===== config.mk =====
export PLATFORM = sky130hd
export DESIGN_NAME = ori_rr_share
export DESIGN_NICKNAME = d
export VERILOG_FILES = /design/src/rtl/ori_rr_share.sv
export SDC_FILE = /design/constraint.sdc
export NUM_CORES = 1
export LEC_CHECK = 0
export ABC_AREA = 1
export BUFFER_PORTS_ARGS = -buffer_cell sky130_fd_sc_hd__buf_2
export CORE_UTILIZATION = 40
export DETAILED_ROUTE_END_ITERATION = 8
export PLACE_DENSITY = 0.81
export SLEW_MARGIN = 10
export SYNTH_ARGS = -nofsm -noshare
export SYNTH_HDL_FRONTEND = slang
export SYNTH_SLANG_ARGS = --single-unit

===== constraint.sdc =====
create_clock -name clk -period 3.5 [get_ports clk]
set_clock_uncertainty 0.1 [all_clocks]
set_input_delay 0.7 -clock clk [delete_from_list [all_inputs] [get_ports clk]]
set_output_delay 0.7 -clock clk [all_outputs]
set_load 0.02 [all_outputs]

===== src/rtl/ori_rr_share.sv =====
// Round-robin sharing controller: several requesters time-share one OR unit
// whose result sits in a one-slot buffer tagged with the owning requester.
module ori_rr_share #(
  parameter int unsigned DATA_TYPE = 32,
  parameter int unsigned NUM_REQ   = 2
) (
  input  logic                         clk,
  input  logic                         rst,
  input  logic [NUM_REQ*DATA_TYPE-1:0] lhs,
  input  logic [NUM_REQ-1:0]           lhs_valid,
  output logic [NUM_REQ-1:0]           lhs_ready,
  input  logic [NUM_REQ*DATA_TYPE-1:0] rhs,
  input  logic [NUM_REQ-1:0]           rhs_valid,
  output logic [NUM_REQ-1:0]           rhs_ready,
  output logic [DATA_TYPE-1:0]         result,
  output logic [NUM_REQ-1:0]           result_valid,
  input  logic [NUM_REQ-1:0]           result_ready
);

  localparam int unsigned IDX_W = (NUM_REQ > 1) ? $clog2(NUM_REQ) : 1;

  logic                 full_q, full_d;
  logic [IDX_W-1:0]     owner_q, owner_d;
  logic [IDX_W-1:0]     ptr_q, ptr_d;
  logic [DATA_TYPE-1:0] data_q, data_d;

  logic [NUM_REQ-1:0] req;
  logic               drain;
  logic               can_accept;
  logic               found;
  logic               grant_any;
  logic [IDX_W-1:0]   gnt_idx;
  logic [IDX_W:0]     scan_idx;
  logic [NUM_REQ-1:0] ready_vec;

  assign req        = lhs_valid & rhs_valid;
  assign drain      = full_q & result_ready[owner_q];
  assign can_accept = ~full_q | drain;

  // Rotating-priority scan starting at ptr; the wrap subtracts NUM_REQ so
  // non-power-of-two counts never alias onto an out-of-range index.
  always_comb begin
    found    = 1'b0;
    gnt_idx  = '0;
    scan_idx = '0;
    for (int unsigned k = 0; k < NUM_REQ; k++) begin
      scan_idx = {1'b0, ptr_q} + (IDX_W + 1)'(k);
      if (scan_idx >= (IDX_W + 1)'(NUM_REQ)) begin
        scan_idx = scan_idx - (IDX_W + 1)'(NUM_REQ);
      end
      if (!found && req[scan_idx]) begin
        found   = 1'b1;
        gnt_idx = scan_idx[IDX_W-1:0];
      end
    end
  end

  assign grant_any = can_accept & found & ~rst;

  always_comb begin
    ready_vec = '0;
    if (grant_any) begin
      ready_vec[gnt_idx] = 1'b1;
    end
  end

  assign lhs_ready = ready_vec;
  assign rhs_ready = ready_vec;

  always_comb begin
    full_d  = full_q;
    owner_d = owner_q;
    ptr_d   = ptr_q;
    data_d  = data_q;
    if (grant_any) begin
      full_d  = 1'b1;
      owner_d = gnt_idx;
      data_d  = lhs[gnt_idx*DATA_TYPE +: DATA_TYPE] | rhs[gnt_idx*DATA_TYPE +: DATA_TYPE];
      ptr_d   = (gnt_idx == IDX_W'(NUM_REQ - 1)) ? '0 : gnt_idx + 1'b1;
    end else if (drain) begin
      full_d = 1'b0;
    end
  end

  always_ff @(posedge clk or posedge rst) begin
    if (rst) begin
      full_q  <= 1'b0;
      owner_q <= '0;
      ptr_q   <= '0;
      data_q  <= '0;
    end else begin
      full_q  <= full_d;
      owner_q <= owner_d;
      ptr_q   <= ptr_d;
      data_q  <= data_d;
    end
  end

  assign result = data_q;

  always_comb begin
    result_valid = '0;
    if (full_q) begin
      result_valid[owner_q] = 1'b1;
    end
  end

endmodule


==> out/metrics.cfg, run 1 <==
[outcome]
status=finished clean

[placed_design]
port_buffers=173
gp_congestion=0.806
place_hpwl_microns=4810
place_area_sq_um=3040

[sta]
rsz0062_at_grt=false
setup_tns_ps=0
hold_viol=0
max_freq_mhz=400
relSlewSlack=0.582
post-route-period-util=0.714
setup_viol=0
drv_slew=0
whs_ps=372
worstMarginPinSlew_ps=627
timing.final.crit_period_ps=2500

[cells_and_area]
final_core_util=0.601
drive_gt1_frac=0.445
nets=612
syn2layout_area_growth_pct=42.6
final_area_sq_um=3130
diodes=0

[route]
viasPerCell=4.67
drt_iter0_drc=60
wire_per_inst_microns=11.3
ant_nets=0
vias=2548
firstDrtPassIters=4
drc_errors=0
drt_wl_total_microns=6170

[setup_path]
cp-start-kind=input pin
path_cells=buf_2, nand2_1, nand2_2, nand2_2, nor2_8, nand2_1, inv_1, buf_2
slowest_delay_ps=290
reg2reg_depth=6
cp_max_fo=18
r2r_start=owner_q$_DFFE_PP0P_
criticalPathCategory=in -> out
crit_end=rhs_ready[0]
endpoint_kind=output pin
arrival_ps=1700
crit_required_ps=2700
crit_start=rhs_valid[1]
rr_endpoint=result[5]$_DFFE_PP0P_
cpMaxStageDelayCell=nor2_8
rrSetupSlack_ps=1820

[logic_synthesis]
yosys.area_share.simple=0.513
synthCells=308
synthMuxAreaShare=0
yosys.area.top_type=dfrtp_1
synth_top_family_by_area=simple AND/OR/NAND/NOR gates
yosysWarnings=0
synth_fp_nets=444
ys_ff_latch=35
synthAdderAreaFrac=0
synth_top_cell_area_share=0.399
ys_seq_area_frac=0.399
syn_avg_cell_area_sq_um=7.13
synthXorXnorAreaFrac=0
synth_area_leaders=dfrtp_1, nand2_1, nand3_1
synth.distinct_cells=13
synth_area_sq_um=2190
synth_compound_gate_area_share=0.00456

[grt]
antenna_found_initial=0
grt_overflow=0
grtUsageTotal=0.234
grt_first_pass_wirelength_microns=10800
grt_pass1_vias=2603
grt_max_degree=37

[clocking]
clk_transition_reported_paths_ps=60
cts_made_buffers=5
cts_resized=0
insertion_delay_ps=280
cts.sinks=35
cts_tree=yes
hold_buffers=0
root_buffer=clkbuf_8
clockBufferDepth=2
htree_levels=2
postCtsSetupRepairBufs=0

[floorplan]
rows=26
core_sq_um=5200
start_util=0.422
die_area_sq_um=5790
die_w_microns=76.1
fp.dieH_microns=76.1
pin_count=174

[pwr]
switching_share=0.388
pwr-share-seq=0.403
power_switching_mw=0.564
p_int_mw=0.890
ir_worst_vdd_v=0.000197
powerDensity_nw_per_um2=464
p_comb_frac=0.402
clock_power_share=0.195
p_leak_nw=1.80

[run]
max-cap-violations=0

[worst_hold_path]
hp-start=result[11]$_DFFE_PP0P_
hold_path_depth=2
hp-class=reg -> reg

flip-flops by register name, indices dropped and copies added (netlist names):
register / count
full_q: 1
owner_q: 1
result: 32
ptr_q: 1
worst min-delay path by stage:
stage,to,slack (ps)
6_report,result[11]$_DFFE_PP0P_,370
5_1_grt,result[21]$_DFFE_PP0P_,400
4_1_cts,result[21]$_DFFE_PP0P_,380
3_5_place_dp,result[21]$_DFFE_PP0P_,360
3_3_place_gp,result[14]$_DFFE_PP0P_,360
2_1_floorplan,ptr_q$_DFFE_PP0P_,400
metal layers:
metal,GRT usage,vias to the layer above,wire [microns]
met1,0.244,1114,2530
met4,0.0962,0,109
met2,0.448,114,3140
met5,0,-,0
met3,0.0515,11,389
li1,-,1309,-
synth_stat cells:
cell and count:
buf_12 3, nor2_1 65, dfrtp_1 35, o21ai_0 2, nor2_8 1, inv_2 2, nand2_2 4, inv_1 9
nand2_1 104, nand3_1 49, nand3_2 20, buf_2 9, buf_4 5
worst max-delay path, delay by kind of cell:
family / cells / cell delay (ps)
AND/OR/NAND/NOR: 5 / 670
buffers and inverters: 3 / 330
stage by stage:
stage | setup slack, ps | instances | power [mW]
3_5_place_dp | 947 | 539 | 1.18
4_1_cts | 982 | 546 | 1.47
2_1_floorplan | 326 | 308 | 0.950
6_report | 1000 | 546 | 1.45
5_1_grt | 886 | 546 | 1.56
3_3_place_gp | 1020 | 539 | 1.16
logic make-up (layout without fill, tap and decap cells):
family                 after synthesis  count (layout)
flip-flops                          35              35
AND/OR/NAND/NOR                    243             243
buffers and inverters               28             196
AO/OA/AOI/OAI                        2               2
power groups by stage:
stage | sequential (mW) | combinational, mW | clock [mW]
after floorplan | 0.721 | 0.229 | 0
after global placement | 0.589 | 0.574 | 0
after detailed placement | 0.590 | 0.592 | 0
after CTS | 0.586 | 0.592 | 0.295
after global routing | 0.600 | 0.645 | 0.315
final | 0.586 | 0.585 | 0.283
layout make-up:
| cell class | count | area (sq um) |
|---|---|---|
| multi-input combinational | 245 | 1130 |
| timing repair buffer | 178 | 903 |
| clock buffer | 6 | 82.6 |
| tap | 70 | 87.6 |
| sequential | 35 | 876 |
| clock inverter | 1 | 5.00 |
| fill | 519 | 2070 |
| inverter | 11 | 41.3 |
cell usage in the layout, fill, tap and decap left out:
master / count
buf_2: 173
buf_4: 5
clkbuf_8: 6
clkinv_2: 1
dfrtp_1: 35
inv_1: 9
inv_2: 2
nand2_1: 104
nand2_2: 4
nand3_1: 49
nand3_2: 20
nor2_1: 65
nor2_8: 1
o21ai_0: 2
No activity file was read; power rests on OpenSTA's default activity.
==> run 2, diff against run 1 <==
--- a/config.mk
+++ b/config.mk
@@ -7,9 +7,9 @@
 export LEC_CHECK = 0
 export ABC_AREA = 1
 export BUFFER_PORTS_ARGS = -buffer_cell sky130_fd_sc_hd__buf_2
-export CORE_UTILIZATION = 40
+export CORE_UTILIZATION = 36
 export DETAILED_ROUTE_END_ITERATION = 8
-export PLACE_DENSITY = 0.81
+export PLACE_DENSITY = 0.77
 export SLEW_MARGIN = 10
 export SYNTH_ARGS = -nofsm -noshare
 export SYNTH_HDL_FRONTEND = slang
==> constraint.sdc (replaced) <==
create_clock -name clk -period 2.05 [get_ports clk]
set_clock_uncertainty 0.1 [all_clocks]
set_input_delay 0.41 -clock clk [delete_from_list [all_inputs] [get_ports clk]]
set_output_delay 0.41 -clock clk [all_outputs]
set_load 0.02 [all_outputs]
==> run 2 against run 1 <==
Against the previous run:
- critical path depth shrank 2
- core utilization shrank 6.1 points
- clock power grew 65%
- hold slack lost 160 ps
- global-route usage shrank 4.4 points
- sequential share of layout area shrank 0.43 points
- highest routed layer unchanged
==> out/metrics.cfg, run 2 (same netlist as run 1, synthesis figures left out) <==
[setup_path]
cpMostUsedCell=nand2_2
r2r_start=owner_q$_DFFE_PP0P_
crit_end=rhs_ready[0]
reg2reg_depth=7
crit_required_ps=1540
criticalPathCategory=reg -> out
cp_top_family=flip-flops
crit_start=full_q$_DFFE_PP0P_
rr_endpoint=result[6]$_DFFE_PP0P_
cpMaxStageDelayCell=dfrtp_1
cp_num_buf_inv=2
arrival_ps=1330
cp_max_fo=5
cp_num_cells=6
slowest_delay_ps=440
endpoint_kind=output pin
path_cells=nand3_1, nand2_2, nor2_8, nand2_2, inv_2, buf_2
rrSetupSlack_ps=420
cp-start-kind=flop

[clocking]
cts_made_buffers=5
cts_resized=0
root_buffer=clkbuf_8
clockBufferDepth=2
clk_transition_reported_paths_ps=70
insertion_delay_ps=280
hold_buffers=0
cts.sinks=35
cts_tree=yes
htree_levels=2
postCtsSetupRepairBufs=0

[sta]
max_freq_mhz=544
hold_viol=0
rsz0062_at_grt=false
timing.final.crit_period_ps=1840
relSlewSlack=0.709
worstMarginPinSlew_ps=436
setup_viol=0
drv_slew=0
post-route-period-util=0.896

[pwr]
ir_worst_vdd_v=0.000332
total_power_mw=2.48
p_leak_nw=1.81
powerDensity_nw_per_um2=779

[placed_design]
place_area_sq_um=3100
place_hpwl_microns=4650
gp_congestion=0.729
port_buffers=173

[cells_and_area]
drive_gt1_frac=0.456
syn2layout_area_growth_pct=44.9
final_common_cell=buf_2
largest_register_ffs=32
diodes=0
nets=615
final_core_util=0.540
layout_common_cells=buf_2, nand2_1, nor2_1, nand3_1, dfrtp_1
final_area_sq_um=3180

[route]
ant_nets=0
firstDrtPassIters=4
wire_per_inst_microns=10.9
drc_errors=0
vias=2601
drt_iter0_drc=60
viasPerCell=4.69
drt_wl_total_microns=6040

[floorplan]
pin_count=174
rows=28
die_w_microns=80.1
die_area_sq_um=6410
core_sq_um=5890
fp.dieH_microns=80.1
start_util=0.373

[grt]
antenna_found_initial=0
grtUsageTotal=0.190
grt_pass1_vias=2201
grt_overflow=0
grt_max_degree=36
grt_first_pass_wirelength_microns=9520

[worst_hold_path]
hp-class=in -> async

[run]
max-cap-violations=0

[outcome]
status=finished clean

## run 2: cell count changes in the layout (fill, tap and decap cells not counted)
cell	before	now
inv_2	2	4
clkinvlp_4	0	1
buf_12	0	1
buf_4	5	7
clkbuf_8	6	5
clkbuf_1	0	2
inv_1	9	6
nand2_1	104	102
nand2_2	4	5
nand2_4	0	1
## run 2: final cells by class
type	instances	area, sq um
fill	588	2710
multi-input combinational	245	1140
timing repair buffer	181	938
sequential	35	876
tap	75	93.8
clock buffer	7	76.3
inverter	11	45.0
clock inverter	1	5.00
## run 2: worst min-delay path by stage
stage,from,to,cells after the start
global route,rst,full_q$_DFFE_PP0P_,3
floorplan,rst,full_q$_DFFE_PP0P_,1
finish,rst,ptr_q$_DFFE_PP0P_,3
global placement,result[24]$_DFFE_PP0P_,result[24]$_DFFE_PP0P_,2
CTS,rst,full_q$_DFFE_PP0P_,3
detailed placement,result[4]$_DFFE_PP0P_,result[4]$_DFFE_PP0P_,2
## run 2: metrics by stage
| step | setup TNS, ps | instances | hold slack, ps | setup WS (ps) |
|---|---|---|---|---|
| after floorplan | -17.3 | 308 | 280 | -17.3 |
| after global placement | 0 | 547 | 357 | 429 |
| after detailed placement | 0 | 547 | 365 | 402 |
| after CTS | 0 | 555 | 222 | 202 |
| after global routing | 0 | 555 | 254 | 144 |
| final | 0 | 555 | 210 | 213 |
## run 2: report_power, final
part | switching (mW) | leakage [nW] | total (mW) | internal [mW]
sequential | 0.113 | 0.415 | 1.00 | 0.887
combinational | 0.631 | 1.35 | 1.01 | 0.381
clock | 0.228 | 0.0422 | 0.466 | 0.238
total | 0.971 | 1.81 | 2.48 | 1.51
## run 2: per-layer routing
layer	up-vias	GRT usage	share of wire
met5	-	0	0
met4	0	0.0571	0.012
met3	9	0.0364	0.079
met2	126	0.348	0.48
met1	1150	0.222	0.43
li1	1316	-	-
## run 2: worst register-to-register path: cells and delay by family, from the launching register on
kind                   cells  cell delay (ps)
buffers and inverters      2              380
flip-flops                 1              430
AND/OR/NAND/NOR            5              610
